$ cat src/rtl/core_seq_if.sv
// Memory and fence handshake bundle between the RV32I sequencer and its memory/drain agents.
// The sequencer side (master) raises requests; the agents (slave) answer with acks and fetch data.
interface core_seq_if #(
    parameter int XLEN = 32
);
    logic            imem_req;
    logic [XLEN-1:0] imem_addr;
    logic            imem_ack;
    logic [XLEN-1:0] imem_rdata;
    logic            dmem_req;
    logic            dmem_we;
    logic            dmem_ack;
    logic            fence_req;
    logic            fence_ack;

    modport master (
        output imem_req, imem_addr, dmem_req, dmem_we, fence_req,
        input  imem_ack, imem_rdata, dmem_ack, fence_ack
    );

    modport slave (
        input  imem_req, imem_addr, dmem_req, dmem_we, fence_req,
        output imem_ack, imem_rdata, dmem_ack, fence_ack
    );
endinterface

$ cat src/rtl/core_seq.sv
// Multi-cycle RV32I sequencer: owns PC and instruction register, steps each instruction
// through fetch/decode/exec/mem/fence/writeback and counts retired instructions.
//
// state    | meaning
// ---------+--------------------------------------------------------------
// S_FETCH  | imem_req high at pc, latch inst on imem_ack
// S_DECODE | one cycle for CtrlUnit flags to settle on the new inst
// S_EXEC   | capture branch/jump decision and target, pick next phase
// S_MEM    | dmem_req high (we = is_store) until dmem_ack
// S_FENCE  | fence_req high until fence_ack
// S_WB     | rf_we/retire pulse, pc and instret update
// S_HALT   | misaligned taken target; frozen until reset, trap high
module core_seq #(
    parameter int              XLEN     = 32,
    parameter logic [XLEN-1:0] RESET_PC = '0
) (
    input  logic            clk,
    input  logic            rst,
    core_seq_if.master      bus,
    output logic [XLEN-1:0] inst,
    output logic [XLEN-1:0] pc,
    input  logic            is_load,
    input  logic            is_store,
    input  logic            is_branch,
    input  logic            is_jmp,
    input  logic            is_fence,
    input  logic            is_fencei,
    input  logic            rd_w,
    input  logic            branch_taken,
    input  logic [XLEN-1:0] target,
    output logic            rf_we,
    output logic            retire,
    output logic [63:0]     instret,
    output logic            trap
);
    localparam logic [2:0] S_FETCH  = 3'd0;
    localparam logic [2:0] S_DECODE = 3'd1;
    localparam logic [2:0] S_EXEC   = 3'd2;
    localparam logic [2:0] S_MEM    = 3'd3;
    localparam logic [2:0] S_FENCE  = 3'd4;
    localparam logic [2:0] S_WB     = 3'd5;
    localparam logic [2:0] S_HALT   = 3'd6;

    localparam logic [XLEN-1:0] NOP = XLEN'(32'h0000_0013);

    logic [2:0]      state_q, state_d;
    logic [XLEN-1:0] pc_q, pc_d;
    logic [XLEN-1:0] inst_q, inst_d;
    logic            take_q, take_d;
    logic [XLEN-1:0] target_q, target_d;
    logic [63:0]     instret_q, instret_d;
    logic            trap_q, trap_d;
    logic            misaligned;

    // Jumps ignore target[0] (jalr clears it); branches must be fully halfword-clean too.
    assign misaligned = target[1] | (~is_jmp & target[0]);

    always_comb begin
        state_d   = state_q;
        pc_d      = pc_q;
        inst_d    = inst_q;
        take_d    = take_q;
        target_d  = target_q;
        instret_d = instret_q;
        trap_d    = trap_q;
        case (state_q)
            S_FETCH: begin
                if (bus.imem_ack) begin
                    inst_d  = bus.imem_rdata;
                    state_d = S_DECODE;
                end
            end
            S_DECODE: state_d = S_EXEC;
            S_EXEC: begin
                take_d   = is_jmp | (is_branch & branch_taken);
                target_d = target;
                if (take_d && misaligned) begin
                    trap_d  = 1'b1;
                    state_d = S_HALT;
                end else if (is_load || is_store) begin
                    state_d = S_MEM;
                end else if (is_fence || is_fencei) begin
                    state_d = S_FENCE;
                end else begin
                    state_d = S_WB;
                end
            end
            S_MEM: begin
                if (bus.dmem_ack) state_d = S_WB;
            end
            S_FENCE: begin
                if (bus.fence_ack) state_d = S_WB;
            end
            S_WB: begin
                pc_d      = take_q ? {target_q[XLEN-1:1], 1'b0} : pc_q + XLEN'(4);
                instret_d = instret_q + 64'd1;
                state_d   = S_FETCH;
            end
            S_HALT: state_d = S_HALT;
            default: state_d = S_FETCH;
        endcase
    end

    always_ff @(posedge clk or posedge rst) begin
        if (rst) begin
            state_q   <= S_FETCH;
            pc_q      <= RESET_PC;
            inst_q    <= NOP;
            take_q    <= 1'b0;
            target_q  <= '0;
            instret_q <= '0;
            trap_q    <= 1'b0;
        end else begin
            state_q   <= state_d;
            pc_q      <= pc_d;
            inst_q    <= inst_d;
            take_q    <= take_d;
            target_q  <= target_d;
            instret_q <= instret_d;
            trap_q    <= trap_d;
        end
    end

    // Outputs are gated by rst so requests drop the instant reset asserts, not at the next edge.
    assign bus.imem_req  = ~rst & (state_q == S_FETCH);
    assign bus.imem_addr = pc_q;
    assign bus.dmem_req  = ~rst & (state_q == S_MEM);
    assign bus.dmem_we   = ~rst & (state_q == S_MEM) & is_store;
    assign bus.fence_req = ~rst & (state_q == S_FENCE);
    assign rf_we         = ~rst & (state_q == S_WB) & rd_w & ~is_store & ~is_branch;
    assign retire        = ~rst & (state_q == S_WB);

    assign inst    = inst_q;
    assign pc      = pc_q;
    assign instret = instret_q;
    assign trap    = trap_q;
endmodule

$ cat src/flat_wrapper.sv
// flat-port wrapper written by rule: the top's interface ports become plain ports
module core_seq_flat 
#(
    parameter int              XLEN     = 32,
    parameter logic [XLEN-1:0] RESET_PC = '0
)
  (clk, rst, inst, pc, is_load, is_store, is_branch, is_jmp, is_fence, is_fencei, rd_w, branch_taken, target, rf_we, retire, instret, trap, bus_imem_req, bus_imem_addr, bus_dmem_req, bus_dmem_we, bus_fence_req, bus_imem_ack, bus_imem_rdata, bus_dmem_ack, bus_fence_ack);
  core_seq_if #(.XLEN(XLEN)) bus_i ();
  input  logic clk;
  input  logic rst;
  output logic [XLEN-1:0] inst;
  output logic [XLEN-1:0] pc;
  input  logic is_load;
  input  logic is_store;
  input  logic is_branch;
  input  logic is_jmp;
  input  logic is_fence;
  input  logic is_fencei;
  input  logic rd_w;
  input  logic branch_taken;
  input  logic [XLEN-1:0] target;
  output logic rf_we;
  output logic retire;
  output logic [63:0] instret;
  output logic trap;
  output wire logic [$bits(bus_i.imem_req)-1:0] bus_imem_req;
  output wire logic [$bits(bus_i.imem_addr)-1:0] bus_imem_addr;
  output wire logic [$bits(bus_i.dmem_req)-1:0] bus_dmem_req;
  output wire logic [$bits(bus_i.dmem_we)-1:0] bus_dmem_we;
  output wire logic [$bits(bus_i.fence_req)-1:0] bus_fence_req;
  input wire logic [$bits(bus_i.imem_ack)-1:0] bus_imem_ack;
  input wire logic [$bits(bus_i.imem_rdata)-1:0] bus_imem_rdata;
  input wire logic [$bits(bus_i.dmem_ack)-1:0] bus_dmem_ack;
  input wire logic [$bits(bus_i.fence_ack)-1:0] bus_fence_ack;
  assign bus_imem_req = bus_i.imem_req;
  assign bus_imem_addr = bus_i.imem_addr;
  assign bus_dmem_req = bus_i.dmem_req;
  assign bus_dmem_we = bus_i.dmem_we;
  assign bus_fence_req = bus_i.fence_req;
  assign bus_i.imem_ack = bus_imem_ack;
  assign bus_i.imem_rdata = bus_imem_rdata;
  assign bus_i.dmem_ack = bus_dmem_ack;
  assign bus_i.fence_ack = bus_fence_ack;
  core_seq #(.XLEN(XLEN), .RESET_PC(RESET_PC)) u_core (.clk(clk), .rst(rst), .bus(bus_i), .inst(inst), .pc(pc), .is_load(is_load), .is_store(is_store), .is_branch(is_branch), .is_jmp(is_jmp), .is_fence(is_fence), .is_fencei(is_fencei), .rd_w(rd_w), .branch_taken(branch_taken), .target(target), .rf_we(rf_we), .retire(retire), .instret(instret), .trap(trap));
endmodule
$ cat config.mk
export PLATFORM = sky130hd
export DESIGN_NAME = core_seq_flat
export DESIGN_NICKNAME = d
export VERILOG_FILES = /design/src/rtl/core_seq_if.sv /design/src/rtl/core_seq.sv /design/src/flat_wrapper.sv
export SDC_FILE = /design/constraint.sdc
export NUM_CORES = 1
export LEC_CHECK = 0
export CORE_UTILIZATION = 47
export DETAILED_ROUTE_END_ITERATION = 12
export MAX_ROUTING_LAYER = met4
export PLACE_DENSITY_LB_ADDON = 0.05
export SETUP_SLACK_MARGIN = 0.5
export SYNTH_ARGS = -nofsm -noshare
export SYNTH_HDL_FRONTEND = slang
export SYNTH_SLANG_ARGS = --single-unit
$ cat constraint.sdc
create_clock -name clk -period 5.8 [get_ports clk]
set_input_delay 0.58 -clock clk [delete_from_list [all_inputs] [get_ports clk]]
set_output_delay 0.58 -clock clk [all_outputs]
set_load 0.05 [all_outputs]
After elaboration in Yosys (flattened, before gate mapping)
Cells that the tools add are included.
{ "totals": {"output_inout_bits": 167, "regBits": 165, "input_bits": 77} }
{ "classes": {"bitwise": 16, "addsub": 2, "reduce_logical": 7, "n_eq_ne": 9, "muxes": 8} }
{ "op_table": {"columns": ["op", "count"], "rows": [
  ["64-bit by 1-bit adder with 64-bit output (second input constant)", 1],
  ["32-bit by 3-bit adder with 32-bit output (second input constant)", 1],
  ["32-bit two-way mux", 1],
  ["3-bit case mux with 6 select lines", 1],
  ["3-bit two-way mux", 5],
  ["1-bit bitwise AND", 10],
  ["3-bit equality test (second input constant)", 3],
  ["3-bit by 2-bit equality test with 1-bit output (second input constant)", 2],
  ["2-bit != test (second input constant)", 3],
  ["1-bit NOT", 4],
  ["2-bit AND reduction", 2],
  ["3-bit by 1-bit equality test with 1-bit output (second input constant)", 1],
  ["3-bit logical NOT", 1],
  ["3-bit AND reduction", 1],
  ["1-bit logical OR", 2],
  ["1-bit bitwise OR", 2],
  ["1-bit logical AND", 1],
  ["1-bit two-way mux", 1]
]} }

Depth between registers and ports, before layout
Gate-level depths: netlist (run 1).
{ "depth": {"word_depth": 6, "depth_mapped": 8} }

Least setup slack after synthesis (run 1)
No wires, ideal clock.
{ "synth_path": {"path_type": "register to output", "start": "register u_core.state_q[0]", "end": "output bus_fence_req", "path_slack_ns": 3.063, "t_required_ns": 5.220, "path_buffers": 1, "stages_incl_launch_ff": 3, "arrival_ns": 2.157, "cell_sequence": "dfrtp_1 clkbuf_1 nor4_1"} }
{ "synth_via": {"elab_chain_cells": 2} }
{ "synth_rtl": {"columns": ["element", "line_no", "source"], "rows": [
  ["start: declaration", "core_seq.sv:46", "logic [2:0] state_q, state_d;"],
  ["start signal: assignment", "core_seq.sv:114", "state_q <= state_d;"],
  ["3-bit equality test", "core_seq.sv:129", "assign bus.fence_req = ~rst & (state_q == S_FENCE);"],
  ["1-bit bitwise AND", "core_seq.sv:129", null],
  ["end: declaration", "flat_wrapper.sv:30", "output wire logic [$bits(bus_i.fence_req)-1:0] bus_fence_req;"]
]} }
No other way between the ends.

Final worst setup path (run 1)
{ "layout_path": {"start": "register u_core.state_q[1]", "end": "output rf_we"} }
{ "layout_via": {"elab_chain_cells": 5} }
{ "layout_rtl": {"columns": ["element", "line_no", "source"], "rows": [
  ["3-bit equality test", "core_seq.sv:130", "assign rf_we = ~rst & (state_q == S_WB) & rd_w & ~is_store & ~is_branch;"],
  ["1-bit bitwise AND (4 in series)", "core_seq.sv:130", null],
  ["end: declaration", "flat_wrapper.sv:22", "output logic rf_we;"]
]} }
No other way between the ends.

==> reports/metrics.csv, run 1 <==
metric;value;unit
dp_hpwl;13400;um
antennaDiodeCount;0;
chipWidth;131;um
num_rows;46;
cp-startpoint;u_core.state_q[1];
routed_via_density;5.34;
skew;0.00812;ns
finalMaxSlewViolations;0;
final_antenna_net_count;0;
cp.arrival;2.73;ns
period_share;0.571;
slew-limit-headroom;0.202;
ys_types;63;
grt_max_degree;106;
cts_resized;0;
synth_top_cell_area_share;0.515;
ys.flop_type;dfrtp_1;
syn_area_per_cell;10.9;um2
p_int;3.27;mW
hold_path.class;register to register;
drt_iter0_drc;383;
grtUsageMet3;0.0379;
portBuffers;241;
use_met2;0.377;
leakage;4.47;nW
grt.total_usage;0.233;
grt_pass1_vias;5853;
ys_warn_count;0;
cts_buffer_depth;2;
hold_viol;0;
cts.sinks;163;
path_class;register to output pin;
critPathCaptureType;output pin;
synthArstFlopShare;1.00;
pwr-share-comb;0.466;
synth_top_area_cell;dfrtp_1;
clockPowerShare;0.205;
fmax;0.302;GHz
r2r_slack;2.85;ns
synth_seq_cells;163;
worstReg2RegEnd;u_core.instret[42];
power.density;538;nW/um2
ir_drop;0.000363;V
status;finished clean;
worst_pin_slew;1.20;ns
fin_setup_tns;0;ns
hold_start;u_core.instret[63];
ys_seq_area_frac;0.525;
cts_root_buffer;clkbuf_16;
yosys-top-cells-area;dfrtp_1 (51%), mux2_2 (9.1%), xnor2_1 (4.5%);
worstSetupStartpointType;register;
start_util;0.486;
switchingPower;2.54;mW
antenna_found_initial;0;
numCtsBuffers;17;
tritoncts;done;
finalWorstSetupSlack;2.49;ns
area_delta_synth_final;38.6;%
fp.dieH;131;um
routed_wl;18700;um
period_minus_slack;3.31;ns
netlist_area;7780;um2
routed-via-count;6109;
r2r_start;u_core.state_q[1];
clk_pin_slew;0.06;ns
firstDrtPassIters;5;
syn_inst;711;
pin_count;244;
grt_overflow;0;
switching_share;0.437;
setup_viol;0;
place_congestion;0.865;
seq_power_share;0.329;
grt_pass1_wl;29800;um
drc_errors;0;
path_max_fanout;41;
drive_above_1_share;0.134;
synth-edff-count;0;
holdBufCountCts;0;
grt_use_met1;0.297;
layout.nets;994;
core;16000;um2
critPathCapture;rf_we;
die_area;17100;um2
critPathRequiredTime;5.22;ns
wl_per_cell;16.4;um
reg2reg_depth;6;
rsz0062_at_grt;false;
maxCapViolations;0;
busiest_layer;met2;
clk_latency;0.42;ns
dp_slack;2.85;ns
post-cts-setup-buffers;0;
ctsHtreeMaxLevel;4;
==> through the flow <==
stage	hold WS (ns)	area, um2	util	power, mW	cells
after global routing	0.493	10800	0.674	6.06	1144
after detailed placement	0.461	10200	0.635	4.63	1112
after global placement	0.442	10200	0.635	4.57	1112
after floorplan	0.435	7780	-	3.83	712
after CTS	0.474	10800	0.674	5.83	1144
final	0.468	10800	0.674	5.80	1144
==> layer usage <==
metal | vias to the layer above | routed length (um)
met5 | - | 0
met4 | 0 | 295
met3 | 24 | 923
met2 | 207 | 9470
met1 | 2965 | 8040
li1 | 2913 | -
==> power by group through the flow <==
stage	clock network, mW	registers [mW]	logic [mW]
4_1_cts	1.20	1.90	2.72
6_report	1.19	1.91	2.70
3_5_place_dp	0	1.92	2.71
3_3_place_gp	0	1.89	2.68
5_1_grt	1.26	1.97	2.84
2_1_floorplan	0	2.55	1.28
==> registers in the layout, summed over array words and instances, names as in the netlist <==
register,cells
u_core.instret,64
u_core.target_q,31
u_core.state_q,3
u_core.take_q,1
u_core.bus.imem_addr,31
u_core.trap,1
u_core.inst,32
==> Yosys cell counts (all sizes together) (4+ instances only) <==
master and n:
or2 4, or3 4, a31oi 4, inv 13, clkbuf 20, a21oi 27
nor3 17, nand4 28, dfrtp 160, and4 6, nand2b 6, buf 41
nand3 41, and3 16, nor3b 4, nor2b 4, nand2 46, xnor2 40
and2 5, xor2 23, a22oi 4, o2bb2ai 4, nor4 12, o21ai 32
nor2 47, mux2 63
==> cells in the final DEF (no fill, tap or decap), types with 6 or more instances in the layout <==
master / n
and4_1: 6
clkbuf_16: 17
nand3_1: 39
dfrtp_1: 159
nor3_1: 15
mux2_2: 63
xnor2_1: 40
nand2b_1: 6
inv_1: 12
nor4_1: 9
xor2_1: 23
clkdlybuf4s50_1: 241
nand4_1: 25
a21oi_1: 27
nand2_1: 46
nor2_1: 47
o21ai_0: 32
and3_1: 13
==> logic make-up (layout without fill, tap and decap cells) <==
logic type               Yosys count  count (layout)  share of synthesized area
AO/OA/AOI/OAI                     95              95                     0.0751
XOR/XNOR                          63              63                     0.0709
adder cells (fa/ha/maj)            2               2                    0.00322
buffers and inverters             74             290                     0.0526
flip-flops                       163             163                      0.525
multiplexers                      66              66                     0.0950
other                              1               2                   0.000482
AND/OR/NAND/NOR                  247             247                      0.178
==> critical path, cell delays in order (launching register included) <==
cell and delay [ns]:
dfrtp_1 0.53, nand3b_4 0.52, nor2_1 0.27, and3_1 0.18, clkdlybuf4s50_1 0.80
==> worst min-delay path by stage <==
stage,to,slack [ns],depth (start not counted)
after floorplan,u_core.bus.imem_addr[1],0.43,2
after global placement,u_core.trap,0.44,1
after detailed placement,u_core.instret[63],0.46,1
after CTS,u_core.instret[63],0.47,1
after global routing,u_core.instret[63],0.49,1
final,u_core.instret[63],0.47,1
==> layout make-up <==
cell class / count / area [um2]
fillers: 1246 / 5220
flip-flops and latches: 163 / 4080
multi-input cells: 475 / 3310
repair buffers: 245 / 2440
clock buffers: 23 / 468
well taps: 216 / 270
clock inverters: 9 / 155
inverters: 13 / 53.8
No activity file was read; power rests on OpenSTA's default activity.
==> run 2: changes to the inputs <==
--- a/config.mk
+++ b/config.mk
@@ -5,7 +5,7 @@
 export SDC_FILE = /design/constraint.sdc
 export NUM_CORES = 1
 export LEC_CHECK = 0
-export CORE_UTILIZATION = 47
+export CORE_UTILIZATION = 43
 export DETAILED_ROUTE_END_ITERATION = 12
 export MAX_ROUTING_LAYER = met4
 export PLACE_DENSITY_LB_ADDON = 0.05
==> constraint.sdc (replaced) <==
create_clock -name clk -period 2.8 [get_ports clk]
set_input_delay 0.28 -clock clk [delete_from_list [all_inputs] [get_ports clk]]
set_output_delay 0.28 -clock clk [all_outputs]
set_load 0.05 [all_outputs]
==> run 2 against run 1 <==
Sequential power grew 100%. Die area grew 9.2%. Sequential share of layout area shrank 0.64 points. Global-route usage shrank 1.1 points. Clock skew grew 0.00090 ns. Non-clock buffer count grew 18. Critical endpoint is now u_core.instret[63].
==> reports/metrics.csv, run 2 (synthesized netlist as in run 1, its figures left out) <==
metric;value;unit
leakage;4.58;nW
chipWidth;137;um
critPathCaptureType;register;
seq_power_share;0.317;
clk_pin_slew;0.06;ns
worstSetupStartpointType;register;
hold_viol;0;
cts_root_buffer;clkbuf_16;
dp_slack;0.474;ns
finalWorstSetupSlack;0.631;ns
tritoncts;done;
holdBufCountCts;0;
start_util;0.445;
ir_drop;0.000793;V
use_met2;0.358;
fmax;0.461;GHz
num_rows;48;
core;17500;um2
switching_share;0.437;
portBuffers;241;
grt_pass1_wl;31100;um
cp_slowest_cell;dfrtp_1;
seqCellArea;4090;um2
power.density;1110;nW/um2
grt_use_met1;0.287;
maxCapViolations;0;
layout.nets;1012;
period_minus_slack;2.17;ns
period_share;0.775;
place_congestion;0.808;
cp.arrival;2.47;ns
area_delta_synth_final;41.0;%
dp_hpwl;14200;um
die_area;18600;um2
cp_top_family;simple AND/OR/NAND/NOR gates;
firstDrtPassIters;4;
drive_above_1_share;0.164;
skew;0.00902;ns
slew-limit-headroom;0.571;
fin_total_pwr;12.1;mW
cts_buffer_depth;2;
fp.dieH;137;um
fin_setup_tns;0;ns
ctsHtreeMaxLevel;4;
busiest_layer;met2;
p_int;6.84;mW
largest_reg_flops;64;
hold_path.class;input pin to asynchronous set/reset pin;
hold_ws;0.313;ns
antennaDiodeCount;0;
routed_wl;19500;um
final_antenna_net_count;0;
crit_path_max_incr_delay;0.38;ns
pin_count;244;
worst_pin_slew;0.644;ns
fillers;1418;
rsz0062_at_grt;false;
cts.sinks;163;
crit_buf_inv;1;
antenna_found_initial;0;
routed_via_density;5.25;
grt_overflow;0;
routed-via-count;6144;
grt_max_degree;105;
final_cell_mix;clkdlybuf4s50_1 (235), dfrtp_1 (158), mux2_2 (63);
path_class;register to register;
mostFrequentLayoutCell;clkdlybuf4s50_1;
drt_iter0_drc;333;
clockPowerShare;0.207;
finalMaxSlewViolations;0;
wl_per_cell;16.6;um
multi_input_area;3330;um2
pwr-share-comb;0.476;
grt_pass1_vias;6029;
r2r_slack;0.63;ns
clk_latency;0.43;ns
fin_util;0.628;
path_max_fanout;5;
drc_errors;0;
status;finished clean;
cp_cell_sequence;nand3b_4 > or2_2 > nor4_4 > buf_4 > nand3_2 > or3_1 > xnor2_1;
grt.total_usage;0.222;
switchingPower;5.30;mW
critPathRequiredTime;3.10;ns
setup_viol;0;
numCtsBuffers;17;
grtUsageMet3;0.0363;
[run 2: power by group through the flow]
stage          clock network [mW]  registers, mW  logic, mW
4_1_cts                      2.55           3.86       5.80
3_5_place_dp                    0           3.89       5.78
6_report                     2.51           3.85       5.78
5_1_grt                      2.65           3.98       6.08
3_3_place_gp                    0           3.84       5.73
2_1_floorplan                   0           5.28       2.66
[run 2: metal layers]
| metal | part of all wire | vias up |
|---|---|---|
| met2 | 0.50 | 175 |
| met3 | 0.046 | 16 |
| met5 | 0 | - |
| li1 | - | 2933 |
| met4 | 0.013 | 0 |
| met1 | 0.44 | 3020 |
[run 2: final timing paths]
path	start	end	cells after the start
worst max-delay path	u_core.state_q[1]	u_core.instret[63]	7
worst min-delay path	rst	u_core.state_q[2]	2
worst max register to register	u_core.state_q[1]	u_core.instret[63]	7
worst min register to register	u_core.trap	u_core.trap	1
max in group asynchronous	rst	u_core.instret[26]	3
min in group clk	target[4]	u_core.target_q[4]	2
[run 2: through the flow]
step                      instances  cell area (um2)
after floorplan                 712             7810
after global placement         1132            10300
after detailed placement       1132            10300
after CTS                      1166            10900
after global routing           1171            11000
final                          1171            11000
[run 2: cell type report]
class / instances / area share
Tap cell: 225 / 0.0257
Sequential cell: 163 / 0.372
Multi-Input combinational cell: 475 / 0.304
Timing Repair Buffer: 263 / 0.235
Clock buffer: 20 / 0.0425
Clock inverter: 12 / 0.0162
Inverter: 13 / 0.00479
[run 2: worst reg2reg max path, cell delays in order, from the launching register on]
cell      delay [ns]
dfrtp_1         0.38
nand3b_4        0.23
or2_2           0.39
nor4_4          0.26
buf_4           0.18
nand3_2         0.10
or3_1           0.38
xnor2_1         0.13
[run 2: what timing repair did]
action | 4_1_cts | 5_1_grt
gates resized for setup | 6 | 5
buffers inserted | 2 | 5
setup endpoints to repair | 6 | 16
pin swaps | 1 | 2
==> run 3: changes to the inputs <==
--- a/config.mk
+++ b/config.mk
@@ -5,7 +5,7 @@
 export SDC_FILE = /design/constraint.sdc
 export NUM_CORES = 1
 export LEC_CHECK = 0
-export CORE_UTILIZATION = 43
+export CORE_UTILIZATION = 47
 export DETAILED_ROUTE_END_ITERATION = 12
 export MAX_ROUTING_LAYER = met4
 export PLACE_DENSITY_LB_ADDON = 0.05
==> constraint.sdc (replaced) <==
create_clock -name clk -period 2.06 [get_ports clk]
set_input_delay 0.206 -clock clk [delete_from_list [all_inputs] [get_ports clk]]
set_output_delay 0.206 -clock clk [all_outputs]
set_load 0.05 [all_outputs]
==> run 3 against run 2 <==
Non-clock buffer count grew 88. Highest routed layer unchanged. Global-route usage is 5.8 points higher. Power up 46%. Utilization up 17 points. Worst setup slack worse by 0.63 ns. Via count increased by 12%. Clock skew shrank 0.0014 ns. Critical endpoint is now u_core.instret[55]. First-iteration DRC count up 28%. Critical path type unchanged. Sequential power grew 34%. Die area fell by 8.4%.
==> reports/metrics.csv, run 3 (synthesized netlist as in run 1, its figures left out) <==
metric;value;unit
pin_count;244;
largest_reg_flops;64;
antenna_found_initial;0;
path_class;register to register;
hold_viol;0;
numCtsBuffers;17;
grt_pass1_vias;6891;
antennaDiodeCount;0;
tritoncts;done;
die_area;17100;um2
num_rows;46;
area_delta_synth_final;64.0;%
routed_wl;24200;um
cp.arrival;2.36;ns
core;16000;um2
wl_per_cell;19.4;um
drc_errors;0;
final_cell_mix;dfrtp_1 (101), clkdlybuf4s15_2 (91), buf_4 (82);
finalMaxSlewViolations;0;
grt_overflow;0;
clk_latency;0.43;ns
fin_total_pwr;17.7;mW
worstSetupStartpointType;register;
setup_viol;0;
drive_above_1_share;0.485;
grt.total_usage;0.280;
drt_iter0_drc;425;
fin_util;0.797;
fillers;968;
hold_path.class;input pin to register;
portBuffers;241;
grt_pass1_wl;35500;um
power.density;1390;nW/um2
maxCapViolations;0;
place_congestion;0.895;
skew;0.00761;ns
place_area;11000;um2
seqCellArea;4160;um2
worst_pin_slew;0.553;ns
critPathRequiredTime;2.37;ns
dp_hpwl;15600;um
start_util;0.486;
slew-limit-headroom;0.630;
layout.nets;1100;
multi_input_area;4090;um2
status;finished clean;
routed-via-count;6871;
clk_pin_slew;0.06;ns
chipWidth;131;um
firstDrtPassIters;4;
mostFrequentLayoutCell;dfrtp_1;
ctsHtreeMaxLevel;4;
cts_buffer_depth;2;
period_share;0.998;
rsz0062_at_grt;true;
place_inst;1142;
holdBufCountCts;0;
fmax;0.487;GHz
final_antenna_net_count;0;
cts.sinks;163;
r2r_slack;0.005;ns
fin_area;12800;um2
leakage;5.53;nW
critPathCaptureType;register;
path_max_fanout;4;
routed_via_density;5.50;
cts_root_buffer;clkbuf_16;
period_minus_slack;2.06;ns
fin_cells;1250;
grt_max_degree;50;
ir_drop;0.00110;V
fp.dieH;131;um
==> run 3: cell count changes in the layout (fill, tap and decap cells not counted), sizes merged <==
| cell | delta |
|---|---|
| clkdlybuf4s15 | +103 |
| dlygate4sd2 | +28 |
| bufinv | +1 |
| clkinv | +2 |
| buf | +105 |
| clkinvlp | -1 |
| clkdlybuf4s50 | -159 |
| clkbuf | +8 |
| inv | -1 |
| bufbuf | +2 |
==> run 3: stage by stage <==
step	hold slack [ns]	worst slack, ns	TNS (ns)
4_1_cts	0.380	0.0165	0
5_1_grt	0.381	-0.0966	-0.681
2_1_floorplan	0.353	-0.387	-45.07
6_report	0.388	0.00476	0
3_3_place_gp	0.448	0.0910	0
3_5_place_dp	0.461	0.0352	0
==> run 3: final timing paths <==
kind	startpoint	end	cells past startpoint
max in group asynchronous	rst	u_core.instret[40]	4
worst min register to register	u_core.trap	u_core.trap	1
worst max register to register	u_core.state_q[1]	u_core.instret[55]	7
min in group asynchronous	rst	u_core.state_q[0]	3
worst min-delay path	target[9]	u_core.target_q[9]	2
worst max-delay path	u_core.state_q[1]	u_core.instret[55]	7
==> run 3: critical path: stages (launching register included) <==
cell and delay [ns]:
dfrtp_1 0.37, nand3b_4 0.21, or2_4 0.29, nor4_4 0.38, buf_4 0.18, and2_4 0.15
nand4_1 0.16, xnor2_2 0.19
==> run 3: what timing repair did <==
| action | 4_1_cts | 5_1_grt |
|---|---|---|
| buffers inserted | 45 | 26 |
| hold endpoints to repair | 0 | 0 |
| pin swaps | 26 | 28 |
| endpoints found under the setup margin | 311 | 206 |
| cloned | 3 | 2 |
| resized for setup | 448 | 84 |
==> run 3: area by class of cell <==
class,instances,share of cell area
clock buffer,19,0.0347
clock inverter,13,0.0162
inverter,13,0.00441
multi-input combinational,475,0.320
sequential,163,0.326
tap,216,0.0212
timing repair buffer,351,0.277
==> run 3: layer usage <==
layer  vias up  GRT usage  routed length, um  part of all wire
li1       3132          -                  -                 -
met1      3429      0.324               9870              0.41
met2       267      0.470              12000              0.50
met3        43     0.0582               1670             0.069
met4         0      0.120                643             0.027
met5         -          -                  0                 0
==> run 3: where the power goes <==
group          internal [mW]  total, mW  switching, mW
Sequential              4.28       5.16          0.881
Clock                   2.18       3.51           1.32
Combinational           3.36       9.01           5.65
